$ cat config.mk
export PLATFORM = sky130hd
export DESIGN_NAME = maze_renderer
export DESIGN_NICKNAME = d
export VERILOG_FILES = /design/src/rtl/maze_pkg.sv /design/src/rtl/maze_move_fsm.sv /design/src/rtl/maze_renderer.sv
export SDC_FILE = /design/constraint.sdc
export NUM_CORES = 1
export LEC_CHECK = 0
export ABC_AREA = 1
export CAP_MARGIN = 10
export CORE_AREA = 2 2 227 229
export CTS_BUF_LIST = sky130_fd_sc_hd__clkbuf_16
export CTS_CLUSTER_SIZE = 24
export DETAILED_ROUTE_END_ITERATION = 7
export DIE_AREA = 0 0 229 231
export HOLD_SLACK_MARGIN = 0.12
export PLACE_DENSITY = 0.54
export REMOVE_ABC_BUFFERS = 1
export SETUP_SLACK_MARGIN = 0.02
export SLEW_MARGIN = 15
export SYNTH_ARGS = -nofsm -noshare
export SYNTH_HDL_FRONTEND = slang
export SYNTH_HIERARCHICAL = 1
export SYNTH_SLANG_ARGS = --single-unit
$ cat constraint.sdc
create_clock -name clk -period 4.4 [get_ports clk]
set_clock_uncertainty 0.1 [all_clocks]
set_input_delay 0.44 -clock clk [delete_from_list [all_inputs] [get_ports clk]]
set_output_delay 0.44 -clock clk [all_outputs]
set_load 0.005 [all_outputs]
$ cat src/rtl/maze_pkg.sv
`default_nettype none
// ============================================================================
// Module      : maze_pkg
// Description : Shared colours, move-direction encoding and move FSM states
//               for the maze renderer.
// Revision    : 1.0 - initial release
// ============================================================================
package maze_pkg;

  // 12-bit RGB (4:4:4) colours
  localparam logic [11:0] C_BLACK = 12'h000;
  localparam logic [11:0] C_WHITE = 12'hFFF;
  localparam logic [11:0] C_RED   = 12'hF00;
  localparam logic [11:0] C_GREEN = 12'h0F0;

  typedef enum logic [1:0] {
    DIR_UP    = 2'b00,
    DIR_DOWN  = 2'b01,
    DIR_LEFT  = 2'b10,
    DIR_RIGHT = 2'b11
  } dir_e;

  typedef enum logic [0:0] {
    ST_IDLE  = 1'b0,
    ST_CHECK = 1'b1
  } move_state_e;

endpackage
`default_nettype wire

$ cat src/rtl/maze_move_fsm.sv
`default_nettype none
// ============================================================================
// Module      : maze_move_fsm
// Description : Move handshake, boundary/wall collision check, player
//               position and sticky win flag.
// Revision    : 1.0 - initial release
// ============================================================================
module maze_move_fsm
  import maze_pkg::*;
#(
  parameter int ROWS      = 15,
  parameter int COLS      = 15,
  parameter int RW        = $clog2(ROWS),
  parameter int CW        = $clog2(COLS),
  parameter int START_ROW = 0,
  parameter int START_COL = 0,
  parameter int GOAL_ROW  = ROWS - 1,
  parameter int GOAL_COL  = COLS - 1
) (
  input  logic            clk,
  input  logic            reset_n,
  input  logic            move_valid_i,
  input  logic [1:0]      move_dir_i,
  input  logic [COLS-1:0] wall_i [ROWS],
  output logic            move_ready_o,
  output logic            move_done_o,
  output logic            move_blocked_o,
  output logic [RW-1:0]   player_row_o,
  output logic [CW-1:0]   player_col_o,
  output logic            win_o
);

  move_state_e   state_q;
  dir_e          dir_q;
  logic [RW-1:0] row_q;
  logic [CW-1:0] col_q;
  logic          win_q;
  logic          ready_q;
  logic          done_q;
  logic          blocked_q;

  logic [RW-1:0] tgt_row_d;
  logic [CW-1:0] tgt_col_d;
  logic          off_grid;
  logic          hit_wall;
  logic          goal_hit;

  // Target cell for the latched direction; off-grid leaves target = current
  // cell so the wall lookup always stays inside the map.
  always_comb begin
    tgt_row_d = row_q;
    tgt_col_d = col_q;
    off_grid  = 1'b0;
    case (dir_q)
      DIR_UP: begin
        if (row_q == '0) off_grid = 1'b1;
        else             tgt_row_d = row_q - 1'b1;
      end
      DIR_DOWN: begin
        if (row_q == RW'(ROWS - 1)) off_grid = 1'b1;
        else                        tgt_row_d = row_q + 1'b1;
      end
      DIR_LEFT: begin
        if (col_q == '0) off_grid = 1'b1;
        else             tgt_col_d = col_q - 1'b1;
      end
      default: begin
        if (col_q == CW'(COLS - 1)) off_grid = 1'b1;
        else                        tgt_col_d = col_q + 1'b1;
      end
    endcase
    hit_wall = wall_i[tgt_row_d][tgt_col_d];
    goal_hit = (tgt_row_d == RW'(GOAL_ROW)) && (tgt_col_d == CW'(GOAL_COL));
  end

  // Move FSM: accept in IDLE, resolve in CHECK, registered handshake outputs
  always_ff @(posedge clk) begin
    if (!reset_n) begin
      state_q   <= ST_IDLE;
      dir_q     <= DIR_UP;
      row_q     <= RW'(START_ROW);
      col_q     <= CW'(START_COL);
      win_q     <= 1'b0;
      ready_q   <= 1'b0;
      done_q    <= 1'b0;
      blocked_q <= 1'b0;
    end else begin
      done_q    <= 1'b0;
      blocked_q <= 1'b0;
      case (state_q)
        ST_IDLE: begin
          if (move_valid_i && ready_q) begin
            dir_q   <= dir_e'(move_dir_i);
            ready_q <= 1'b0;
            state_q <= ST_CHECK;
          end else begin
            ready_q <= ~win_q;
          end
        end
        default: begin
          if (off_grid || hit_wall) begin
            blocked_q <= 1'b1;
            ready_q   <= ~win_q;
          end else begin
            row_q   <= tgt_row_d;
            col_q   <= tgt_col_d;
            done_q  <= 1'b1;
            win_q   <= win_q | goal_hit;
            ready_q <= ~(win_q | goal_hit);
          end
          state_q <= ST_IDLE;
        end
      endcase
    end
  end

  assign move_ready_o   = ready_q;
  assign move_done_o    = done_q;
  assign move_blocked_o = blocked_q;
  assign player_row_o   = row_q;
  assign player_col_o   = col_q;
  assign win_o          = win_q;

endmodule
`default_nettype wire

$ cat src/rtl/maze_renderer.sv
`default_nettype none
// ============================================================================
// Module      : maze_renderer
// Description : Maze display and player-movement engine. Holds the wall map,
//               drives the move FSM and colours pixels through a two-stage
//               registered pipeline (rgb lags hCount/vCount/bright by 2).
// Revision    : 1.0 - initial release
// ============================================================================
module maze_renderer
  import maze_pkg::*;
#(
  parameter int ROWS       = 15,
  parameter int COLS       = 15,
  parameter int CELL_SHIFT = 3,
  parameter int X0         = 200,
  parameter int Y0         = 100,
  parameter int START_ROW  = 0,
  parameter int START_COL  = 0,
  parameter int GOAL_ROW   = ROWS - 1,
  parameter int GOAL_COL   = COLS - 1,
  localparam int RW        = $clog2(ROWS),
  localparam int CW        = $clog2(COLS)
) (
  input  logic            clk,
  input  logic            reset_n,
  input  logic            bright,
  input  logic [9:0]      hCount,
  input  logic [9:0]      vCount,
  input  logic            wr_en,
  input  logic [RW-1:0]   wr_row,
  input  logic [COLS-1:0] wr_data,
  input  logic            move_valid,
  input  logic [1:0]      move_dir,
  output logic            move_ready,
  output logic            move_done,
  output logic            move_blocked,
  output logic [RW-1:0]   player_row,
  output logic [CW-1:0]   player_col,
  output logic            win,
  output logic [11:0]     rgb
);

  localparam int X_END = X0 + (COLS << CELL_SHIFT);
  localparam int Y_END = Y0 + (ROWS << CELL_SHIFT);

  logic [COLS-1:0] wall_q [ROWS];

  // Wall map: all walls on reset, one row written per wr_en, bad rows dropped
  always_ff @(posedge clk) begin
    if (!reset_n) begin
      for (int r = 0; r < ROWS; r++) wall_q[r] <= '1;
    end else if (wr_en && ({1'b0, wr_row} < (RW + 1)'(ROWS))) begin
      wall_q[wr_row] <= wr_data;
    end
  end

  maze_move_fsm #(
    .ROWS      (ROWS),
    .COLS      (COLS),
    .RW        (RW),
    .CW        (CW),
    .START_ROW (START_ROW),
    .START_COL (START_COL),
    .GOAL_ROW  (GOAL_ROW),
    .GOAL_COL  (GOAL_COL)
  ) u_move (
    .clk            (clk),
    .reset_n        (reset_n),
    .move_valid_i   (move_valid),
    .move_dir_i     (move_dir),
    .wall_i         (wall_q),
    .move_ready_o   (move_ready),
    .move_done_o    (move_done),
    .move_blocked_o (move_blocked),
    .player_row_o   (player_row),
    .player_col_o   (player_col),
    .win_o          (win)
  );

  logic [10:0]   hx;
  logic [10:0]   vy;
  logic [9:0]    dx;
  logic [9:0]    dy;
  logic          in_maze_d;
  logic [RW-1:0] s1_row_d;
  logic [CW-1:0] s1_col_d;

  // Stage 1 decode: maze window test and cell coordinates (zeroed outside)
  always_comb begin
    hx        = {1'b0, hCount};
    vy        = {1'b0, vCount};
    dx        = hCount - 10'(X0);
    dy        = vCount - 10'(Y0);
    in_maze_d = (hx >= 11'(X0)) && (hx < 11'(X_END)) &&
                (vy >= 11'(Y0)) && (vy < 11'(Y_END));
    s1_row_d  = in_maze_d ? RW'(dy >> CELL_SHIFT) : '0;
    s1_col_d  = in_maze_d ? CW'(dx >> CELL_SHIFT) : '0;
  end

  logic          s1_in_q;
  logic          s1_bright_q;
  logic [RW-1:0] s1_row_q;
  logic [CW-1:0] s1_col_q;

  // Stage 1 registers
  always_ff @(posedge clk) begin
    if (!reset_n) begin
      s1_in_q     <= 1'b0;
      s1_bright_q <= 1'b0;
      s1_row_q    <= '0;
      s1_col_q    <= '0;
    end else begin
      s1_in_q     <= in_maze_d;
      s1_bright_q <= bright;
      s1_row_q    <= s1_row_d;
      s1_col_q    <= s1_col_d;
    end
  end

  logic [11:0] rgb_q;

  // Stage 2: colour priority blank > outside > player > goal > wall > path
  always_ff @(posedge clk) begin
    if (!reset_n) begin
      rgb_q <= C_BLACK;
    end else if (!s1_bright_q) begin
      rgb_q <= C_BLACK;
    end else if (!s1_in_q) begin
      rgb_q <= C_WHITE;
    end else if ((s1_row_q == player_row) && (s1_col_q == player_col)) begin
      rgb_q <= C_RED;
    end else if ((s1_row_q == RW'(GOAL_ROW)) && (s1_col_q == CW'(GOAL_COL))) begin
      rgb_q <= C_GREEN;
    end else if (wall_q[s1_row_q][s1_col_q]) begin
      rgb_q <= C_BLACK;
    end else begin
      rgb_q <= C_WHITE;
    end
  end

  assign rgb = rgb_q;

endmodule
`default_nettype wire

Word-level counts from Yosys, hierarchy flattened:

Index checks and enable logic that the tools add are counted.
Widths: inputs -> output; s select.

* bitwise gates (word level): 9
* add/subtract/negate cells: 6
* shift operators: 0
* magnitude comparators: 11
* $mul: 0
* equal/unequal tests: 10
* div/mod/pow operators: 0
* reduce and logical (&&, ||, !) cells: 20
* mux-type cells: 34

Operators with widths (number)
* $bwmux 225: 1
* $bmux 15 s4: 2
* $mux 15: 5
* $demux 15 s4: 1
* $mux 12: 4
* $eq 4x4->1 const B: 6
* $mux 4: 4
* $pmux 4 s2: 2
* $ge 5x5->1 const B: 3
* $not 4->5: 3
* $sub 7x7->7 const B: 2
* $mux 1: 12
* $ge 10x7->1 const B: 1
* $ge 10x8->1 const B: 1
* $lt 10x8->1 const B: 1
* $lt 10x9->1 const B: 1
* $lt 4x5->1 const B: 2
* $reduce_and 2->1: 5
* $logic_and 1x1->1: 9
* $add 4x1->4 const B: 2
* $bmux 1 s4: 2
* $eq 4x4->1: 2
* $logic_not 4->1: 2
* $sub 4x1->4 const B: 2
* 10 further kinds: 15

* bits in registers: 262
* bits in latches: 0
* memories: 0
* bits in writable memories: 0
* memory bits (read-only): 0
* output and inout port bits: 24

Logic depth before layout (Yosys ltp):

Gate-level depths: netlist of run 1.

* depth in word-level cells: 12
* depth in mapped cells: 25

Modules after synthesis:

The synthesis of run 1 kept the hierarchy.

Modules (own cells, without submodules)
* maze_renderer: area each 11106.9 um2, times used 1, cells an instance 1621
* maze_move_fsm: area each 3908.7 um2, times used 1, cells an instance 817

Least setup slack after synthesis of run 1:

No wires, ideal clock.

* path kind: register to register
* start: reg u_move.row_q[0], in the netlist u_move/player_row_o[0]
* end: reg u_move.col_q[2], in the netlist u_move/player_col_o[2]
* stages on the path, launching flop included: 22
* arrival time: 2.638 ns
* path buffers: 3
* slack: 1.549 ns
* setup time: 0.113 ns
* path through: dfxtp_1 inv_1 ha_1 nand3_1 nand2_1 nand3_2 nand3_2 buf_4 buf_4 a21oi_1 o21ai_0 nand3_1 nand3_1 nand3_1 nand3_1 nand3_1 nand3_2 nand3_4 buf_6 nand2_1 nand2_1 nor2_1

* word-level cells in the longest chain between the ends: 12

Ends and longest elaborated chain
* start: declaration: line maze_move_fsm.sv:35 `logic [RW-1:0] row_q;`
* start signal: assignment: line maze_move_fsm.sv:81 `row_q <= RW'(START_ROW);`
* start signal: assignment: line maze_move_fsm.sv:105 `row_q <= tgt_row_d;`
* $add 4x1->4 (tied with other cells): line maze_move_fsm.sv:61 `else tgt_row_d = row_q + 1'b1;`
* $mux 4 (on tied branches): line maze_move_fsm.sv:60, maze_move_fsm.sv:56
* $pmux 4 s2: line maze_move_fsm.sv:54 `case (dir_q)`
* $not 4->5 (implied by the code): line maze_move_fsm.sv:72 `hit_wall = wall_i[tgt_row_d][tgt_col_d];`
* $bmux 15 s4: line maze_move_fsm.sv:72
* $mux 15 (implied by the code) (2 in a row): line maze_move_fsm.sv:72
* $bmux 1 s4: line maze_move_fsm.sv:72
* $mux 1 (implied by the code): line maze_move_fsm.sv:72
* $logic_or 1x1->1 (*): line maze_move_fsm.sv:101 `if (off_grid || hit_wall) begin`
* $not 1->1 (no source line) (*)
* $reduce_and 2->1 (no source line) (*)
* end signal: assignment: line maze_move_fsm.sv:82 `col_q <= CW'(START_COL);`
* end signal: assignment: line maze_move_fsm.sv:106 `col_q <= tgt_col_d;`
* end: declaration: line maze_move_fsm.sv:36 `logic [CW-1:0] col_q;`

Mark *: on every way between the ends. The rest lies on a longest branch, timed or not. The select of a mux whose other input is x is not followed.
A chain may end at the register's enable or synchronous reset.

Worst setup path after layout of run 1:

* start: reg u_move.row_q[0], in the netlist u_move/player_row_o[0]
* end: reg u_move.col_q[1], in the netlist u_move/player_col_o[1]

Same word-level chain as after synthesis.

==> results of run 1 <==
cell families after synthesis:
group	count (synthesis)	share of synthesized area, %
flops	253	33.7
simple gates	1438	41.2
buf+inv	495	13.7
compound gates	233	9.96
xor+xnor	9	0.575
fa+ha+maj	10	0.833
worst min path at each step:
stage	end	slack, ns	depth (start not counted)
4_1_cts	s1_bright_q	0.28	3
5_1_grt	s1_bright_q	0.31	3
2_1_floorplan	wall_q[175]	0.34	2
3_3_place_gp	rgb[7]	0.36	1
3_5_place_dp	rgb[7]	0.36	1
6_report	wall_q[133]	0.26	2
power groups by stage:
| stage | sequential, W | combinational [W] | clock (W) |
|---|---|---|---|
| 2_1_floorplan | 0.00242 | 0.000420 | 0 |
| 3_3_place_gp | 0.00242 | 0.000786 | 0 |
| 3_5_place_dp | 0.00242 | 0.000789 | 0 |
| 4_1_cts | 0.00237 | 0.000792 | 0.00282 |
| 5_1_grt | 0.00238 | 0.000878 | 0.00292 |
| 6_report | 0.00238 | 0.000808 | 0.00277 |
cells in the final DEF, fill, tap and decap left out, types with 3 or more instances in the layout:
| cell | instances |
|---|---|
| o21ai_0 | 47 |
| nor3_1 | 3 |
| nor2_2 | 17 |
| o21ai_1 | 3 |
| nand4_1 | 27 |
| or2_0 | 3 |
| o31ai_1 | 3 |
| nand3_1 | 438 |
| or2_1 | 7 |
| nand3_2 | 6 |
| buf_12 | 5 |
| dfxtp_1 | 251 |
| nor2_1 | 98 |
| a21oi_1 | 51 |
| clkdlybuf4s50_1 | 65 |
| bufinv_16 | 7 |
| buf_4 | 41 |
| xor2_1 | 5 |
| or2_2 | 12 |
| o211ai_1 | 124 |
| nor4_1 | 3 |
| nor2_4 | 4 |
| inv_1 | 323 |
| clkinv_1 | 7 |
| clkbuf_16 | 31 |
| clkinv_2 | 5 |
| ha_1 | 10 |
| inv_2 | 8 |
| nand2_1 | 810 |
| xnor2_1 | 3 |
through the flow:
step | power (W) | TNS (ns) | cell area, sq um
after global placement | 0.00321 | 0 | 16200
after detailed placement | 0.00321 | 0 | 16200
after floorplan | 0.00284 | -0.576 | 14200
final | 0.00596 | 0 | 17300
after CTS | 0.00599 | 0 | 17300
after global routing | 0.00618 | 0 | 17300
synth_stat cells, types with 7 or more instances:
cell / count
a21oi_1: 51
buf_1: 13
buf_2: 44
buf_4: 23
buf_6: 7
clkbuf_1: 82
dfxtp_1: 253
ha_1: 10
inv_1: 316
inv_2: 8
nand2_1: 810
nand3_1: 438
nand3_2: 7
nand4_1: 27
nor2_1: 112
o211ai_1: 124
o21ai_0: 47
or2_1: 7
or2_2: 12
sequential cells by signal (all words and copies together), names as in the netlist, 2 cells and up:
| register | cells |
|---|---|
| wall_q | 225 |
| s1_row_q | 4 |
| u_move/player_row_o | 4 |
| u_move/dir_q | 2 |
| u_move/player_col_o | 4 |
| rgb | 3 |
| s1_col_q | 4 |
worst max-delay path, stage by stage, from the launching register on:
cell	delay, ns
dfxtp_1	0.52
inv_1	0.22
ha_1	0.32
nand3_1	0.14
nand2_1	0.10
inv_2	0.06
nand2_2	0.11
nand2_4	0.34
buf_12	0.23
buf_4	0.24
nand2_1	0.07
nand2_1	0.06
nand2_1	0.04
nand3_1	0.07
nand3_1	0.12
nand3_1	0.15
nand3_1	0.13
nand3_1	0.11
nand3_2	0.16
nand3_4	0.25
nand2_1	0.08
nand2_1	0.07
nor2_1	0.06
layer usage:
layer / vias up / GRT usage [%] / part of all wire, %
met3: 131 / 3.08 / 7.9
met1: 7501 / 28.3 / 43
li1: 7729 / - / -
met4: 0 / 9.38 / 4.0
met2: 707 / 34.8 / 45
met5: - / 0 / 0
cell type report:
| cell class | instances | area, sq um | area share (%) |
|---|---|---|---|
| clock inverter | 27 | 312 | 1.81 |
| sequential | 253 | 5070 | 29.4 |
| multi-input combinational | 1690 | 7960 | 46.1 |
| tap | 680 | 851 | 4.93 |
| timing repair buffer | 112 | 1070 | 6.20 |
| clock buffer | 31 | 776 | 4.50 |
| inverter | 325 | 1220 | 7.07 |
==> impl_metrics.csv, run 1 <==
group,metric,value,unit
clock_tree,hold_buffers,0,
synthesis,synth_edf_count,0,
floorplanning,die_w,229,um
clock_tree,htreeDepth,1,
flow_run,drv_cap,0,
timing,hold_violations,0,
synthesis,yosys.area.top_type,"dfxtp_1",
floorplanning,start_util,29.6,%
cells_and_area,final_cells,3118,
clock_tree,cts_resized,0,
placement,portBuffers,66,
pwr,switchingPower,0.00168,W
route,final_antenna_net_count,0,
synthesis,synth_top_area_share,33.7,%
timing,rsz0062_at_grt,"no",
floorplanning,dieArea,52900,sq um
synthesis,yosys_register_bits,253,
clock_tree,post_cts_buffers,0,
global_routing,grt_pass1_wl,89000,um
setup_path,worstSetupEndpointType,"flip-flop",
clock_tree,clk_pin_slew_worst_paths,0.06,ns
clock_tree,cts_tree,"built",
global_routing,grt.overflow.total,0,
global_routing,grt_pass1_vias,15300,
synthesis,synth_ff_type,"dfxtp_1",
cells_and_area,num-nets-final,2469,
clock_tree,cts_inserted_buffers,31,
clock_tree,cts_sinks,253,
pwr,comb_power_share,13.6,%
setup_path,r2r_cells,22,
pwr,p_int,0.00428,W
timing,layout_setup_ws,0.547,ns
setup_path,setup.worst_path.end,"u_move/player_col_o[1]",
timing,timing.fmax,260,MHz
setup_path,critPathLaunch,"u_move/player_row_o[0]",
timing,worst_hold_slack,0.261,ns
synthesis,ys_top_cells_by_area,"dfxtp_1, nand2_1, nand3_1",
cells_and_area,layout.core_utilization,34.0,%
pwr,power_density,345,nW/um^2
synthesis,yosysSeqAreaShare,33.7,%
hold_path,hp-class,"input pin to flip-flop",
synthesis,syn_avg_cell_area,6.16,sq um
floorplanning,core,50700,sq um
placement,place_inst,3060,
synthesis,synthCells,2438,
route,via_count,16100,
route,first_pass_iters,6,
setup_path,criticalPathCategory,"flip-flop to flip-flop",
setup_path,crit_fanout,24,
cells_and_area,synthToLayoutAreaGrowth,14.9,%
clock_tree,cts_buffer_depth,3,
hold_path,hp-start,"reset_n",
setup_path,rrSetupSlack,0.55,ns
placement,dp_hpwl,34900,um
synthesis,syn_area,15000,sq um
route,wl_per_cell,18.6,um
route,routed_wl,58000,um
setup_path,reg2reg_to,"u_move/player_col_o[1]",
timing,max_slew_margin,30.5,%
floorplanning,io_pins,70,
timing,tightest_slew,1.04,ns
cells_and_area,insertedDiodeCount,0,
setup_path,critical_path.startpoint_type,"flip-flop",
clock_tree,cts_root_buffer,"clkbuf_16",
pwr,p_seq_share,39.9,%
setup_path,cp_data_required_time,4.78,ns
synthesis,ys_warn_count,6,
setup_path,r2r_start,"u_move/player_row_o[0]",
timing,maxSlewViolCount,0,
floorplanning,rows,83,
setup_path,worst_ep_arrival_time,4.23,ns
pwr,ir_worst_vdd,0.276,mV
pwr,power.share.switching,28.2,%
synthesis,ys_types,41,
timing,final-setup-viol-count,0,
cells_and_area,drive_above_1_share,6.07,%
pwr,power.leakage,9.10,nW
placement,gp_congestion,0.895,
route,vias_per_cell,5.15,
global_routing,track_usage,21.4,%
outcome,status,"finished, final reports clean",
timing,layout_min_cycle_time,3.85,ns
route,drt_iter0_markers,1685,
pwr,pwr-share-clk,46.6,%
global_routing,grt_max_degree,111,
route,drc,0,
placement,dp_slack,0.607,ns
global_routing,antenna_found_initial,0,
cells_and_area,fillers,5579,
synthesis,synth-async-reset-ratio,0,%
clock_tree,clk_latency,0.60,ns
floorplanning,die_h,231,um
timing,period_share,87.6,%
(Power assumes the default switching activity.)
==> run 2: changes to the inputs <==
==> constraint.sdc (replaced) <==
create_clock -name clk -period 3.9 [get_ports clk]
set_clock_uncertainty 0.1 [all_clocks]
set_input_delay 0.39 -clock clk [delete_from_list [all_inputs] [get_ports clk]]
set_output_delay 0.39 -clock clk [all_outputs]
set_load 0.005 [all_outputs]
==> run 2 against run 1 <==
  * Critical endpoint is now u_move/player_row_o[2]
  * Wire length shrank 1.2%
  * Count of clock-buffer cells in the layout is 3 higher
  * Non-clock buffer count grew 21
  * Cell count up 0.64%
  * Hold slack better by 0.018 ns
  * Flip-flop and latch count did not move
  * Via count down 0.61%
  * Clock power about the same
  * Sequential share of layout area fell by 0.19 points
  * Sequential power is 13% higher
  * Total power rose by 7.7%
==> impl_metrics.csv, run 2 (synthesized netlist as in run 1, its figures left out) <==
group,metric,value,unit
clock_tree,cts_tree,"built",
route,via_count,16000,
clock_tree,htreeDepth,2,
global_routing,grt_pass1_vias,15100,
timing,layout_setup_ws,0.263,ns
route,vias_per_cell,5.09,
route,drc,0,
global_routing,grt.overflow.total,0,
global_routing,grt_max_degree,101,
placement,dp_hpwl,35900,um
setup_path,critical_path.startpoint_type,"flip-flop",
cells_and_area,final_common_cell,"nand2_1",
setup_path,critPathLaunch,"u_move/player_row_o[1]",
setup_path,worst_ep_arrival_time,3.98,ns
timing,hold_violations,0,
floorplanning,die_h,231,um
pwr,power_density,369,nW/um^2
timing,maxSlewViolCount,0,
clock_tree,clk_latency,0.56,ns
floorplanning,rows,83,
timing,layout_min_cycle_time,3.64,ns
flow_run,drv_cap,0,
global_routing,track_usage,21.5,%
pwr,ir_worst_vdd,0.250,mV
setup_path,worstSetupEndpointType,"flip-flop",
floorplanning,die_w,229,um
placement,portBuffers,66,
cells_and_area,final_cell_mix,"nand2_1, nand3_1, inv_1, dfxtp_1, o211ai_1",
global_routing,grt_pass1_wl,88900,um
timing,max_slew_margin,35.2,%
clock_tree,clk_pin_slew_worst_paths,0.05,ns
route,first_pass_iters,5,
placement,gp_congestion,0.883,
cells_and_area,largest_reg_flops,225,
setup_path,cp_data_required_time,4.24,ns
placement,dp_slack,0.327,ns
global_routing,antenna_found_initial,0,
clock_tree,cts_sinks,253,
route,routed_wl,57300,um
outcome,status,"finished, final reports clean",
cells_and_area,num-nets-final,2493,
floorplanning,io_pins,70,
hold_path,hp-class,"input pin to flip-flop",
global_routing,busiest_layer,"met2",
clock_tree,cts_inserted_buffers,34,
pwr,power.leakage,9.20,nW
clock_tree,cts_buffer_depth,3,
route,final_antenna_net_count,0,
floorplanning,dieArea,52900,sq um
timing,final-setup-viol-count,0,
cells_and_area,layout.core_utilization,34.3,%
route,wl_per_cell,18.2,um
cells_and_area,insertedDiodeCount,0,
cells_and_area,drive_above_1_share,6.63,%
floorplanning,core,50700,sq um
route,drt_iter0_markers,1430,
hold_path,hp-start,"reset_n",
timing,timing.fmax,275,MHz
timing,rsz0062_at_grt,"no",
global_routing,grtUsageMet1,28.4,%
floorplanning,start_util,29.6,%
setup_path,r2r_start,"u_move/player_row_o[1]",
timing,period_share,93.3,%
clock_tree,hold_buffers,0,
timing,tightest_slew,0.970,ns
setup_path,crit_fanout,16,
cells_and_area,synthToLayoutAreaGrowth,15.6,%
global_routing,met3_usage,2.69,%
global_routing,use_met2,35.1,%
cells_and_area,top_register,"wall_q",
setup_path,criticalPathCategory,"flip-flop to flip-flop",
clock_tree,cts_root_buffer,"clkbuf_16",
==> run 2: worst paths after layout <==
check	endpoint	slack, ns	cells after the start
worst max-delay path	u_move/player_row_o[2]	0.26	20
worst min-delay path	u_move/player_row_o[3]	0.28	3
worst max register to register	u_move/player_row_o[2]	0.26	20
worst min register to register	rgb[7]	0.37	1
==> run 2: layer usage <==
metal	wire length, um	share of wire [%]	vias up
met5	0	0	-
met4	2070	3.6	0
met3	4050	7.1	116
met2	26300	46	667
met1	24800	43	7422
li1	-	-	7765
==> run 2: cell type report <==
cell class	count	area [sq um]
inverter	325	1220
timing repair buffer	133	1310
sequential	253	5070
multi-input combinational	1690	7950
fill	5554	33300
clock inverter	23	114
clock buffer	34	851
tap	680	851
==> run 2: per-stage QoR <==
stage                     cells  TNS [ns]  hold slack (ns)  instance area (sq um)  power, W
after CTS                  3133         0            0.263                  17300   0.00646
after global routing       3138         0            0.286                  17400   0.00667
final                      3138         0            0.279                  17400   0.00642
after global placement     3076         0            0.354                  16300   0.00364
after detailed placement   3076         0            0.358                  16300   0.00365
after floorplan            2268     -7.54            0.342                  14200   0.00320
==> run 2: repair_timing <==
item                                   CTS  global route
resized for setup                        0             2
setup endpoints to repair                0             7
setup buffers                            0             5
endpoints found under the hold margin    0             0
==> run 2: worst max-delay path, cell delays in order (launching register included) <==
cell	delay, ns
dfxtp_1	0.49
inv_1	0.13
ha_1	0.31
or2_0	0.23
nand2_1	0.08
nand2_2	0.13
inv_2	0.31
buf_4	0.35
nand3_1	0.11
nand3_1	0.12
nand3_1	0.12
nand3_1	0.13
nand3_1	0.07
nand2_1	0.07
nand2_1	0.05
nor2_1	0.27
nor2_4	0.07
nand3_4	0.17
nand2_1	0.08
nand2_1	0.07
nor2_1	0.05
==> run 2: where the power goes <==
part / switching, W / internal, W / leakage (nW) / total [W]
clock: 0.00122 / 0.00158 / 0.524 / 0.00279
sequential: 0.0000385 / 0.00264 / 2.06 / 0.00268
combinational: 0.000635 / 0.000308 / 6.62 / 0.000943
total: 0.00189 / 0.00453 / 9.20 / 0.00642
==> run 3: changes to the inputs <==
--- a/config.mk
+++ b/config.mk
@@ -7,11 +7,11 @@
 export LEC_CHECK = 0
 export ABC_AREA = 1
 export CAP_MARGIN = 10
-export CORE_AREA = 2 2 227 229
+export CORE_AREA = 2 2 202 244
 export CTS_BUF_LIST = sky130_fd_sc_hd__clkbuf_16
 export CTS_CLUSTER_SIZE = 24
 export DETAILED_ROUTE_END_ITERATION = 7
-export DIE_AREA = 0 0 229 231
+export DIE_AREA = 0 0 204 246
 export HOLD_SLACK_MARGIN = 0.12
 export PLACE_DENSITY = 0.54
 export REMOVE_ABC_BUFFERS = 1
@@ -19,5 +19,4 @@
 export SLEW_MARGIN = 15
 export SYNTH_ARGS = -nofsm -noshare
 export SYNTH_HDL_FRONTEND = slang
-export SYNTH_HIERARCHICAL = 1
 export SYNTH_SLANG_ARGS = --single-unit
==> run 3 against run 2 <==
  * Global-route usage is essentially flat
  * Maximum frequency grew 1.6%
  * Clock power is essentially flat
  * Wire length shrank 4.9%
  * Die area shrank 5.1%
  * Critical path type unchanged
  * Highest routed layer is now met5
==> impl_metrics.csv, run 3 <==
group,metric,value,unit
setup_path,rrSetupSlack,0.32,ns
floorplanning,core,47800,sq um
floorplanning,die_h,246,um
pwr,power.leakage,7.58,nW
floorplanning,start_util,29.8,%
timing,layout_setup_ws,0.322,ns
clock_tree,cts_buffer_depth,3,
flow_run,drv_cap,0,
global_routing,track_usage,21.5,%
route,final_antenna_net_count,0,
global_routing,grt.overflow.total,0,
synthesis,ys_warn_count,0,
placement,gp_congestion,0.885,
setup_path,crit_fanout,25,
setup_path,max_stage_delay,0.47,ns
placement,portBuffers,66,
timing,final-setup-viol-count,0,
route,first_pass_iters,6,
cells_and_area,top_register,"wall_q",
timing,period_share,91.7,%
cells_and_area,drive_above_1_share,6.91,%
timing,timing.fmax,279,MHz
synthesis,ys_top_cells_by_area,"dfxtp_1, nand2_1, nand3_1",
synthesis,ys_types,50,
cells_and_area,final_common_cell,"nand2_1",
cells_and_area,insertedDiodeCount,0,
synthesis,synth_top_area_share,35.6,%
setup_path,cp_data_required_time,4.30,ns
setup_path,r2r_start,"u_move.player_row_o[1]",
placement,dp_hpwl,34000,um
timing,fin_tns_setup,0,ns
floorplanning,dieArea,50200,sq um
global_routing,antenna_found_initial,1,
synthesis,synth_commonest_cells,"nand2_1, nand3_1, dfxtp_1, inv_1, o21ai_0",
setup_path,critPathLaunch,"u_move.player_row_o[1]",
synthesis,yosysSeqAreaShare,35.6,%
clock_tree,post_cts_buffers,0,
clock_tree,clk_pin_slew_worst_paths,0.06,ns
setup_path,path_common_cell,"nand3_1",
clock_tree,cts_root_buffer,"clkbuf_16",
route,drc,0,
synthesis,syn_area,14200,sq um
floorplanning,die_w,204,um
route,routed_wl,54500,um
cells_and_area,num-nets-final,2220,
synthesis,synth_most_common_cell,"nand2_1",
synthesis,yosys_register_bits,253,
setup_path,worstSetupEndpointType,"flip-flop",
synthesis,syn_avg_cell_area,6.53,sq um
global_routing,grt_max_degree,112,
placement,dp_slack,0.307,ns
synthesis,yosys.area.top_type,"dfxtp_1",
pwr,power_density,386,nW/um^2
hold_path,hp-class,"input pin to flip-flop",
cells_and_area,final_cell_mix,"nand2_1, nand3_1, dfxtp_1, inv_1, o21ai_0",
cells_and_area,synthToLayoutAreaGrowth,15.3,%
route,wl_per_cell,19.3,um
setup_path,worst_ep_arrival_time,3.98,ns
synthesis,synthCells,2182,
clock_tree,clk_latency,0.57,ns
cells_and_area,largest_reg_flops,225,
timing,hold_violations,0,
synthesis,synth-async-reset-ratio,0,%
clock_tree,cts_tree,"built",
timing,rsz0062_at_grt,"no",
route,via_count,14900,
global_routing,grt_pass1_vias,14300,
route,drt_iter0_markers,1476,
hold_path,whs_path_depth,2,
clock_tree,htreeDepth,1,
pwr,ir_worst_vdd,0.322,mV
outcome,status,"finished, final reports clean",
synthesis,synth_ff_type,"dfxtp_1",
floorplanning,io_pins,70,
clock_tree,cts_sinks,253,
setup_path,r2r_cells,20,
timing,max_slew_margin,42.3,%
timing,maxSlewViolCount,0,
timing,layout_min_cycle_time,3.58,ns
timing,tightest_slew,0.865,ns
setup_path,critical_path.startpoint_type,"flip-flop",
setup_path,cpMaxStageDelayCell,"dfxtp_1",
synthesis,synth_edf_count,0,
clock_tree,cts_inserted_buffers,28,
setup_path,crit_chain,"inv_1, ha_1, nand3_1, nand2_1, inv_1, nand2_2, nand2_4, buf_4, nand2_1, nand3_1, nand3_1, nand3_1, nand3_1, nand3_1, nand3_1, nand3_2, nand3_4, nand2_1, nand2_1, nor2_1",
setup_path,criticalPathCategory,"flip-flop to flip-flop",
route,vias_per_cell,5.31,
floorplanning,rows,88,
global_routing,grt_pass1_wl,83700,um
hold_path,hp-start,"reset_n",
[run 3: cell count changes in the layout (fill, tap and decap cells not counted), sizes merged, moves of 8 or more]
cell / change
o22ai: +13
inv: -106
a21oi: +90
buf: -8
nand3: -139
nand4: -10
o21ai: +127
o211ai: +12
nand2: -252
nor2: -16
or2: -16
[run 3: per-stage QoR]
step / total power [W] / area (sq um) / std cells / util [%] / hold WS (ns)
5_1_grt: 0.00658 / 16400 / 2815 / 34.4 / 0.230
3_3_place_gp: 0.00362 / 15500 / 2764 / 32.4 / 0.358
2_1_floorplan: 0.00319 / 13400 / 2009 / - / 0.334
4_1_cts: 0.00639 / 16400 / 2815 / 34.4 / 0.199
6_report: 0.00635 / 16400 / 2815 / 34.4 / 0.192
3_5_place_dp: 0.00363 / 15500 / 2764 / 32.4 / 0.363
[run 3: critical path: cells and delay by family (launching register included)]
family	cells	cell delay, ns
and+or+nand+nor	16	2.08
DFF	1	0.47
buffers and inverters	3	0.57
adders and majority gates	1	0.28
[run 3: worst paths after layout]
path                                 end
setup / recovery  u_move.player_row_o[1]
setup reg to reg  u_move.player_row_o[1]
hold reg to reg                   rgb[7]
hold / removal                wall_q[67]
[run 3: timing repair]
action	4_1_cts	5_1_grt
setup endpoints to repair	0	6
hold buffers	0	0
resized for setup	0	2
[run 3: logic make-up (layout without fill, tap and decap cells)]
family / after synthesis / count (layout) / synth area share (%)
multiplexers: 1 / 1 / 0.0703
adder cells (fa/ha/maj): 10 / 10 / 0.879
flip-flops: 253 / 253 / 35.6
XOR/XNOR: 11 / 11 / 0.729
AO/OA/AOI/OAI: 491 / 491 / 20.3
AND/OR/NAND/NOR: 1011 / 1011 / 30.7
buffers and inverters: 405 / 408 / 11.8
[run 3: metal layers]
layer	wire [um]	up-vias	track usage (%)
li1	-	7227	-
met1	22500	6963	26.8
met2	25400	607	36.0
met3	3900	142	3.03
met4	2610	2	10.7
met5	11	-	0
[run 3: cell type report]
class                   instances  area [sq um]
clock inverters                22           204
well taps                     630           788
clock buffers                  29           726
flip-flops and latches        253          5070
repair buffers                125          1220
multi-input cells            1524          7540
fillers                      5224         31400
inverters                     232           873
[run 3: power by group]
group          leakage, nW  switching, W  internal, W  total, W
combinational         5.04      0.000615     0.000297  0.000912
sequential            2.06     0.0000330      0.00264   0.00267
clock                0.476       0.00116      0.00160   0.00276
